<file path="src/rtl/sdr_dsp_pkg.sv">
`default_nettype none
// ============================================================================
//  Module  : sdr_dsp_pkg
//  Brief   : Shared CIC constants, FSM state type and small helper functions
//  Revision: 1.0 - initial release
// ============================================================================
package sdr_dsp_pkg;

  localparam int CIC_IN_WIDTH  = 32;
  localparam int CIC_N_STAGES  = 3;
  localparam int CIC_LOG2_RMAX = 6;
  localparam int CIC_ACC_WIDTH = CIC_IN_WIDTH + CIC_N_STAGES * CIC_LOG2_RMAX;

  localparam int DEC_LOG2_W   = 3;
  localparam int DEC_LOG2_MIN = 2;
  localparam int DEC_LOG2_MAX = CIC_LOG2_RMAX;

  typedef enum logic [0:0] {
    CIC_IDLE = 1'b0,
    CIC_RUN  = 1'b1
  } cic_state_e;

  // Sign-extend one input sample to the accumulator width.
  function automatic logic [CIC_ACC_WIDTH-1:0] sext_acc(input logic [CIC_IN_WIDTH-1:0] v);
    return {{(CIC_ACC_WIDTH - CIC_IN_WIDTH){v[CIC_IN_WIDTH-1]}}, v};
  endfunction

  // Clamp a requested log2 ratio into [DEC_LOG2_MIN, vmax].
  function automatic logic [DEC_LOG2_W-1:0] clamp_log2(input logic [DEC_LOG2_W-1:0] v,
                                                        input logic [DEC_LOG2_W-1:0] vmax);
    if (v < DEC_LOG2_W'(DEC_LOG2_MIN)) return DEC_LOG2_W'(DEC_LOG2_MIN);
    if (v > vmax) return vmax;
    return v;
  endfunction

endpackage
`default_nettype wire

</file>
<file path="src/rtl/cic_decimator_if.sv">
`default_nettype none
// ============================================================================
//  Module  : cic_decimator_if
//  Brief   : I/Q sample stream into and decimated I/Q stream out of the CIC
//  Revision: 1.0 - initial release
// ============================================================================
interface cic_decimator_if
  import sdr_dsp_pkg::*;
#(
  parameter int IN_WIDTH  = CIC_IN_WIDTH,
  parameter int OUT_WIDTH = 32
);
  logic [IN_WIDTH-1:0]  in_i;
  logic [IN_WIDTH-1:0]  in_q;
  logic                 in_valid;
  logic [OUT_WIDTH-1:0] out_i;
  logic [OUT_WIDTH-1:0] out_q;
  logic                 out_valid;

  // Sample source / result sink (e.g. DDC side plus downstream consumer)
  modport master (output in_i, in_q, in_valid, input out_i, out_q, out_valid);
  // The decimator itself
  modport slave  (input in_i, in_q, in_valid, output out_i, out_q, out_valid);
endinterface
`default_nettype wire

</file>
<file path="src/rtl/cic_channel.sv">
`default_nettype none
// ============================================================================
//  Module  : cic_channel
//  Brief   : Single-channel CIC datapath: integrator cascade, comb pipeline
//            and scaled output register. Control comes from the parent.
//  Revision: 1.0 - initial release
// ============================================================================
module cic_channel
  import sdr_dsp_pkg::*;
#(
  parameter int IN_WIDTH  = CIC_IN_WIDTH,
  parameter int OUT_WIDTH = 32,
  parameter int N_STAGES  = CIC_N_STAGES,
  parameter int ACC_WIDTH = CIC_ACC_WIDTH,
  parameter int SHIFT_W   = 5
) (
  input  wire logic                 clk,
  input  wire logic                 rst,
  input  wire logic                 flush,
  input  wire logic                 int_en,
  input  wire logic [N_STAGES-1:0]  comb_en,
  input  wire logic                 out_en,
  input  wire logic [SHIFT_W-1:0]   shift,
  input  wire logic [IN_WIDTH-1:0]  x,
  output logic      [OUT_WIDTH-1:0] y
);

  logic        [ACC_WIDTH-1:0] int_q   [N_STAGES];
  logic        [ACC_WIDTH-1:0] int_d   [N_STAGES];
  logic        [ACC_WIDTH-1:0] dly_q   [N_STAGES];
  logic        [ACC_WIDTH-1:0] dly_d   [N_STAGES];
  logic        [ACC_WIDTH-1:0] comb_q  [N_STAGES];
  logic        [ACC_WIDTH-1:0] comb_d  [N_STAGES];
  logic        [ACC_WIDTH-1:0] comb_in [N_STAGES];
  logic        [ACC_WIDTH-1:0] x_ext;
  logic signed [ACC_WIDTH-1:0] shifted;
  logic        [OUT_WIDTH-1:0] y_q;
  logic        [OUT_WIDTH-1:0] y_d;

  assign x_ext      = sext_acc(x);
  assign comb_in[0] = int_q[N_STAGES-1];

  // Each comb stage after the first is fed by the previous comb output.
  for (genvar k = 1; k < N_STAGES; k++) begin : g_comb_link
    assign comb_in[k] = comb_q[k-1];
  end

  // Arithmetic shift removes the R^N gain; floor truncation, no rounding.
  assign shifted = $signed(comb_q[N_STAGES-1]) >>> shift;

  // Integrator cascade; each stage adds the previous stage's old value, wraps freely.
  always_comb begin
    for (int k = 0; k < N_STAGES; k++) int_d[k] = int_q[k];
    if (flush) begin
      for (int k = 0; k < N_STAGES; k++) int_d[k] = '0;
    end else if (int_en) begin
      int_d[0] = int_q[0] + x_ext;
      for (int k = 1; k < N_STAGES; k++) int_d[k] = int_q[k] + int_q[k-1];
    end
  end

  // Comb stages advance individually with their valid; delays clear on flush.
  always_comb begin
    for (int k = 0; k < N_STAGES; k++) begin
      dly_d[k]  = dly_q[k];
      comb_d[k] = comb_q[k];
      if (flush) begin
        dly_d[k] = '0;
      end else if (comb_en[k]) begin
        comb_d[k] = comb_in[k] - dly_q[k];
        dly_d[k]  = comb_in[k];
      end
    end
  end

  // Output register holds its value between strobes.
  always_comb begin
    y_d = out_en ? shifted[OUT_WIDTH-1:0] : y_q;
  end

  // State registers for the whole channel datapath.
  always_ff @(posedge clk) begin
    if (rst) begin
      for (int k = 0; k < N_STAGES; k++) begin
        int_q[k]  <= '0;
        dly_q[k]  <= '0;
        comb_q[k] <= '0;
      end
      y_q <= '0;
    end else begin
      for (int k = 0; k < N_STAGES; k++) begin
        int_q[k]  <= int_d[k];
        dly_q[k]  <= dly_d[k];
        comb_q[k] <= comb_d[k];
      end
      y_q <= y_d;
    end
  end

  assign y = y_q;

endmodule
`default_nettype wire

</file>
<file path="src/rtl/cic_decimator.sv">
`default_nettype none
// ============================================================================
//  Module  : cic_decimator
//  Brief   : Dual-channel (I/Q) N-stage CIC decimator with run/flush control,
//            runtime power-of-two ratio and sticky configuration error.
//  Revision: 1.0 - initial release
// ============================================================================
module cic_decimator
  import sdr_dsp_pkg::*;
#(
  parameter int IN_WIDTH  = CIC_IN_WIDTH,
  parameter int OUT_WIDTH = 32,
  parameter int N_STAGES  = CIC_N_STAGES,
  parameter int LOG2_RMAX = CIC_LOG2_RMAX,
  parameter int ACC_WIDTH = IN_WIDTH + N_STAGES * LOG2_RMAX
) (
  input  wire logic                  clk,
  input  wire logic                  rst,
  input  wire logic                  enable,
  input  wire logic [DEC_LOG2_W-1:0] dec_log2,
  cic_decimator_if.slave             bus,
  output logic                       cfg_err
);

  localparam int SHIFT_W = $clog2(N_STAGES * LOG2_RMAX + 1);

  cic_state_e            state_q, state_d;
  logic [DEC_LOG2_W-1:0] r_log2_q, r_log2_d;
  logic                  cfg_err_q, cfg_err_d;
  logic [LOG2_RMAX-1:0]  cnt_q, cnt_d;
  logic                  s0_q, s0_d;
  logic [N_STAGES-1:0]   vld_q, vld_d;
  logic                  out_valid_q, out_valid_d;

  logic                  run;
  logic                  flush;
  logic                  accept;
  logic                  cnt_last;
  logic [N_STAGES-1:0]   comb_en;
  logic                  out_en;
  logic [SHIFT_W-1:0]    shift;

  assign run      = (state_q == CIC_RUN) && enable;
  assign flush    = (state_q == CIC_RUN) && !enable;
  assign accept   = run && bus.in_valid;
  assign cnt_last = (cnt_q == LOG2_RMAX'((1 << r_log2_q) - 1));
  // Stage k fires on the valid that stage k-1 produced last cycle; s0 feeds stage 0.
  assign comb_en  = {vld_q[N_STAGES-2:0], s0_q} & {N_STAGES{run}};
  assign out_en   = vld_q[N_STAGES-1] & run;
  assign shift    = SHIFT_W'(N_STAGES * int'(r_log2_q));

  // Run/flush FSM, decimation counter and shared valid pipeline.
  always_comb begin
    state_d     = state_q;
    r_log2_d    = r_log2_q;
    cfg_err_d   = cfg_err_q;
    cnt_d       = cnt_q;
    s0_d        = 1'b0;
    vld_d       = '0;
    out_valid_d = 1'b0;
    case (state_q)
      CIC_IDLE: begin
        if (enable) begin
          state_d  = CIC_RUN;
          r_log2_d = clamp_log2(dec_log2, DEC_LOG2_W'(LOG2_RMAX));
          if (r_log2_d != dec_log2) cfg_err_d = 1'b1;
        end
      end
      CIC_RUN: begin
        if (!enable) begin
          state_d = CIC_IDLE;
          cnt_d   = '0;
        end else begin
          if (accept) begin
            cnt_d = cnt_last ? '0 : cnt_q + 1'b1;
            s0_d  = cnt_last;
          end
          vld_d       = comb_en;
          out_valid_d = out_en;
        end
      end
      default: state_d = CIC_IDLE;
    endcase
  end

  // Control registers; reset overrides everything.
  always_ff @(posedge clk) begin
    if (rst) begin
      state_q     <= CIC_IDLE;
      r_log2_q    <= '0;
      cfg_err_q   <= 1'b0;
      cnt_q       <= '0;
      s0_q        <= 1'b0;
      vld_q       <= '0;
      out_valid_q <= 1'b0;
    end else begin
      state_q     <= state_d;
      r_log2_q    <= r_log2_d;
      cfg_err_q   <= cfg_err_d;
      cnt_q       <= cnt_d;
      s0_q        <= s0_d;
      vld_q       <= vld_d;
      out_valid_q <= out_valid_d;
    end
  end

  cic_channel #(
    .IN_WIDTH (IN_WIDTH),
    .OUT_WIDTH(OUT_WIDTH),
    .N_STAGES (N_STAGES),
    .ACC_WIDTH(ACC_WIDTH),
    .SHIFT_W  (SHIFT_W)
  ) u_chan_i (
    .clk    (clk),
    .rst    (rst),
    .flush  (flush),
    .int_en (accept),
    .comb_en(comb_en),
    .out_en (out_en),
    .shift  (shift),
    .x      (bus.in_i),
    .y      (bus.out_i)
  );

  cic_channel #(
    .IN_WIDTH (IN_WIDTH),
    .OUT_WIDTH(OUT_WIDTH),
    .N_STAGES (N_STAGES),
    .ACC_WIDTH(ACC_WIDTH),
    .SHIFT_W  (SHIFT_W)
  ) u_chan_q (
    .clk    (clk),
    .rst    (rst),
    .flush  (flush),
    .int_en (accept),
    .comb_en(comb_en),
    .out_en (out_en),
    .shift  (shift),
    .x      (bus.in_q),
    .y      (bus.out_q)
  );

  assign bus.out_valid = out_valid_q;
  assign cfg_err       = cfg_err_q;

endmodule
`default_nettype wire

</file>
<file path="src/flat_wrapper.sv">
// flat-port wrapper written by rule: the top's interface ports become plain ports
module cic_decimator_flat import sdr_dsp_pkg::*;
#(
  parameter int IN_WIDTH  = CIC_IN_WIDTH,
  parameter int OUT_WIDTH = 32,
  parameter int N_STAGES  = CIC_N_STAGES,
  parameter int LOG2_RMAX = CIC_LOG2_RMAX,
  parameter int ACC_WIDTH = IN_WIDTH + N_STAGES * LOG2_RMAX
)
  (clk, rst, enable, dec_log2, cfg_err, bus_in_i, bus_in_q, bus_in_valid, bus_out_i, bus_out_q, bus_out_valid);
  cic_decimator_if #(.IN_WIDTH(IN_WIDTH), .OUT_WIDTH(OUT_WIDTH)) bus_i ();
  input  wire logic clk;
  input  wire logic rst;
  input  wire logic enable;
  input  wire logic [DEC_LOG2_W-1:0] dec_log2;
  output logic cfg_err;
  input wire logic [$bits(bus_i.in_i)-1:0] bus_in_i;
  input wire logic [$bits(bus_i.in_q)-1:0] bus_in_q;
  input wire logic [$bits(bus_i.in_valid)-1:0] bus_in_valid;
  output wire logic [$bits(bus_i.out_i)-1:0] bus_out_i;
  output wire logic [$bits(bus_i.out_q)-1:0] bus_out_q;
  output wire logic [$bits(bus_i.out_valid)-1:0] bus_out_valid;
  assign bus_i.in_i = bus_in_i;
  assign bus_i.in_q = bus_in_q;
  assign bus_i.in_valid = bus_in_valid;
  assign bus_out_i = bus_i.out_i;
  assign bus_out_q = bus_i.out_q;
  assign bus_out_valid = bus_i.out_valid;
  cic_decimator #(.IN_WIDTH(IN_WIDTH), .OUT_WIDTH(OUT_WIDTH), .N_STAGES(N_STAGES), .LOG2_RMAX(LOG2_RMAX), .ACC_WIDTH(ACC_WIDTH)) u_core (.clk(clk), .rst(rst), .enable(enable), .dec_log2(dec_log2), .bus(bus_i), .cfg_err(cfg_err));
endmodule
</file>
<file path="config.mk">
export PLATFORM = sky130hd
export DESIGN_NAME = cic_decimator_flat
export DESIGN_NICKNAME = d
export VERILOG_FILES = /design/src/rtl/sdr_dsp_pkg.sv /design/src/rtl/cic_decimator_if.sv /design/src/rtl/cic_channel.sv /design/src/rtl/cic_decimator.sv /design/src/flat_wrapper.sv
export SDC_FILE = /design/constraint.sdc
export NUM_CORES = 2
export LEC_CHECK = 0
export CELL_PAD_IN_SITES_DETAIL_PLACEMENT = 1
export CELL_PAD_IN_SITES_GLOBAL_PLACEMENT = 2
export CORE_MARGIN = 1.5
export CORE_UTILIZATION = 41
export CTS_CLUSTER_SIZE = 10
export DETAILED_ROUTE_END_ITERATION = 8
export PLACE_DENSITY_LB_ADDON = 0.15
export SETUP_SLACK_MARGIN = 0.15
export SYNTH_ARGS = -nofsm -noshare
export SYNTH_HDL_FRONTEND = slang
export SYNTH_SLANG_ARGS = --single-unit
</file>
<file path="constraint.sdc">
create_clock -name clk -period 7.9 [get_ports clk]
set_clock_uncertainty 0.1 [all_clocks]
set_input_delay 1.58 -clock clk [delete_from_list [all_inputs] [get_ports clk]]
set_output_delay 1.58 -clock clk [all_outputs]
set_load 0.005 [all_outputs]
</file>
==> out/results.tsv <==
stage	metric	value	unit
grt	first-pass GRT wire length	336200	um
clock_tree	Reg clk slew, reported paths	0.06	ns
synthesis	yosys warns	0	
run_status	outcome	finished, final reports clean	
die	die width	417.6	um
clock_tree	CTS Hold Buffers Added	0	
timing	RSZ-0062 raised after global routing	false	
grt	M2 GR Usage	36.48	%
timing	Tightest Pin Transition	1.087	ns
finish	layout cells sized above 1	4.581	%
clock_tree	clk sinks	980	
critical_path	worst reg2reg endpoint	u_core.u_chan_q.y[22]	
grt	met1 GRT Util	32.66	%
clock_tree	cts bufs inserted	121	
die	starting density of the core	41.44	%
timing	Setup Viol. Count Final	0	
grt	antenna violations before repair	1	
grt	vias in the first global route	64239	
power_and_ir_drop	LEAKAGE	31.85	nW
die	number of core rows	151	
clock_tree	CTS max path bufs	3	
place	GP Congestion	0.8712	
drt	detailed-route DRC error count	0	
grt	grt met3 use	1.972	%
place	post-DP HPWL	152500	um
synthesis	synth unique cells	104	
critical_path	FF-to-FF path depth	9	
drt	DRT iter0 DRCs	2570	
timing	FMAX	207.4	MHz
synthesis	Seq/Total Area, Yosys	27.84	%
finish	NumNets Final	9890	
synthesis	Syn Area/Cell	7.464	um^2
synthesis	Net Count, Synth	10120	
timing	fin crit share	61.03	%
critical_path	Crit. End Element	flop	
grt	Top Usage Layer GRT	met2	
power_and_ir_drop	Max VDD drop	0.0001800	V
min_path	min-delay worst type	flop to flop	
synthesis	Post-synth EDFFs	0	
critical_path	reg2reg start	u_core.r_log2_q[0]	
min_path	hold path start	u_core.u_chan_q.dly_q[0][58]	
job	Max Cap Viol	0	
critical_path	critical path endpoint	u_core.u_chan_i.int_q[0][46]	
critical_path	Crit. Startpoint	bus_in_i[0]	
finish	Synth-to-Final Area Change	9.172	%
drt	final WL	203100	um
place	Post-DP Area	73130	um^2
timing	Hold Vio Cnt, Final	0	
place	Port-buffer cells	136	
die	Die Ht	417.6	um
drt	DRT antenna net count	0	
power_and_ir_drop	pwr dens	145.7	nW/um^2
synthesis	Synth Cell Area	70460	um^2
drt	drt pass-1 iters	5	
die	total core area	170000	um^2
synthesis	commonest register cell after synthesis	dfxtp_1	
critical_path	Critical Path Fanout Max	5	
clock_tree	CTS root buffer	clkbuf_16	
synthesis	asr flop ratio synth	0	%
critical_path	critical path class	input pin to flop	
grt	Global Route Usage Sum	22.64	%
clock_tree	worst skew pair latency	0.77	ns
synthesis	flops & latches, synth	980	
timing	Total Negative Setup Slacks	0	ns
finish	design area	76920	um^2
grt	pin count of the biggest net entering global routing	201	
critical_path	WP data arrival	5.42	ns
timing	max-slew violations	0	
clock_tree	CTS tree	done	
clock_tree	H-Tree Level Count	3	
die	I/O Pins	137	
critical_path	Worst setup SP type	input pin	
finish	# diodes	0	
die	Die Area	174400	um^2
synthesis	Post-Syn Instances	9440	
critical_path	required time worst endpoint	8.50	ns
critical_path	Reg2Reg Setup Slack	3.13	ns
timing	Worst slew margin	27.39	%
drt	DR vias	63929	
clock_tree	post-CTS setup buffer count	0	
timing	Final min period	4.821	ns
grt	GRT Residual Overflow	0	
drt	DR WL/cell	17.67	um
clock_tree	post-cts sizing count	0	
drt	vias per cell	5.561	
==> how the worst min path moves through the flow <==
| stage | to | slack, ns | depth (start not counted) |
|---|---|---|---|
| 6_report | u_core.u_chan_q.dly_q[0][58] | 0.35 | 2 |
| 3_5_place_dp | u_core.u_chan_q.dly_q[0][116] | 0.35 | 2 |
| 2_1_floorplan | u_core.u_chan_i.comb_q[0][101] | 0.34 | 2 |
| 5_1_grt | u_core.u_chan_i.dly_q[0][9] | 0.37 | 2 |
| 3_3_place_gp | u_core.u_chan_i.dly_q[0][74] | 0.34 | 2 |
| 4_1_cts | u_core.u_chan_i.dly_q[0][140] | 0.35 | 2 |
==> flip-flops by register name, indices dropped and copies added, names as in the netlist <==
signal / count
u_core.bus.out_valid: 1
u_core.cfg_err: 1
u_core.cnt_q: 6
u_core.r_log2_q: 3
u_core.s0_q: 1
u_core.state_q: 1
u_core.u_chan_i.comb_q: 150
u_core.u_chan_i.dly_q: 150
u_core.u_chan_i.int_q: 150
u_core.u_chan_i.y: 32
u_core.u_chan_q.comb_q: 150
u_core.u_chan_q.dly_q: 150
u_core.u_chan_q.int_q: 150
u_core.u_chan_q.y: 32
u_core.vld_q: 3
==> power by group <==
group | internal, mW | switching, mW
clock | 3.22 | 2.23
combinational | 0.275 | 0.493
sequential | 4.96 | 0.0284
total | 8.46 | 2.75
==> kinds of logic after synthesis <==
| logic type | count (synthesis) | synth area share, % |
|---|---|---|
| buf+inv | 976 | 5.240 |
| flops | 980 | 27.84 |
| xor+xnor | 510 | 6.339 |
| compound gates | 3008 | 26.09 |
| simple gates | 3146 | 19.44 |
| fa+ha+maj | 609 | 10.95 |
| mux | 211 | 4.088 |
==> per-stage QoR <==
step / utilization, % / worst slack [ns] / instances / power, mW / hold WS, ns
floorplan: - / 3.455 / 9440 / 5.643 / 0.3357
detailed placement: 43.01 / 2.314 / 11305 / 5.868 / 0.3468
CTS: 45.24 / 3.102 / 11496 / 11.40 / 0.3545
global placement: 43.01 / 2.350 / 11305 / 5.854 / 0.3411
finish: 45.24 / 3.079 / 11496 / 11.21 / 0.3502
global route: 45.24 / 2.746 / 11496 / 11.65 / 0.3663
==> synth_stat cells, types with 91 or more instances <==
library cell,instances,area share (%)
o21bai_1,91,0.97
a21o_1,358,3.8
mux2i_1,101,1.4
ha_1,596,11
a211oi_1,124,1.3
nand3_1,164,1.2
nand2_1,1846,9.8
xnor2_1,295,3.7
clkbuf_1,470,2.5
o211ai_1,143,1.5
nand4_1,113,1.0
a21oi_1,1292,9.2
nor2_1,475,2.5
dfxtp_1,980,28
o21ai_0,496,3.5
inv_1,441,2.3
xor2_1,215,2.7
nor3_1,105,0.75
==> layout make-up <==
cell class | count | area, um^2
well taps | 2218 | 2775
multi-input cells | 7484 | 47310
fillers | 21080 | 93110
clock inverters | 29 | 395.4
clock buffers | 162 | 3396
inverters | 443 | 1663
flip-flops and latches | 980 | 19620
repair buffers | 180 | 1759
==> layer usage <==
metal	routed length [um]	share of wire (%)	up-vias
li1	-	-	32751
met1	106600	52	30385
met2	88590	44	588
met3	4480	2.2	205
met4	3493	1.7	0
met5	0	0	-
==> cells in the final DEF, fill, tap and decap left out, types with 81 or more instances in the layout <==
master              n
dfxtp_1           979
clkdlybuf4s50_1   135
mux2i_1           101
nand2_1          1845
xnor2_1           294
a31oi_1            81
ha_1              595
inv_1             441
clkbuf_16         124
nor2b_1            89
a21o_1            357
xor2_1            214
o21bai_1           91
nand4_1           113
nand2b_1           89
a21oi_1          1290
nand3_1           160
nor3_1            105
o21ai_0           496
nor2_1            471
o211ai_1          143
a211oi_1          124
==> worst max-delay path, stage by stage <==
cell and delay (ns):
clkdlybuf4s50_1 0.46, ha_1 0.17, inv_1 0.05, fa_1 0.37, nand2b_1 0.19, a21oi_1 0.25, nor4_1 0.13, o21ai_1 0.35
a21oi_1 0.26, o31a_1 0.43, o21ai_1 0.30, a31o_2 0.25, a221oi_2 0.10, or4_1 0.42, nand3_1 0.10
Power figures use the tool's default switching activity.
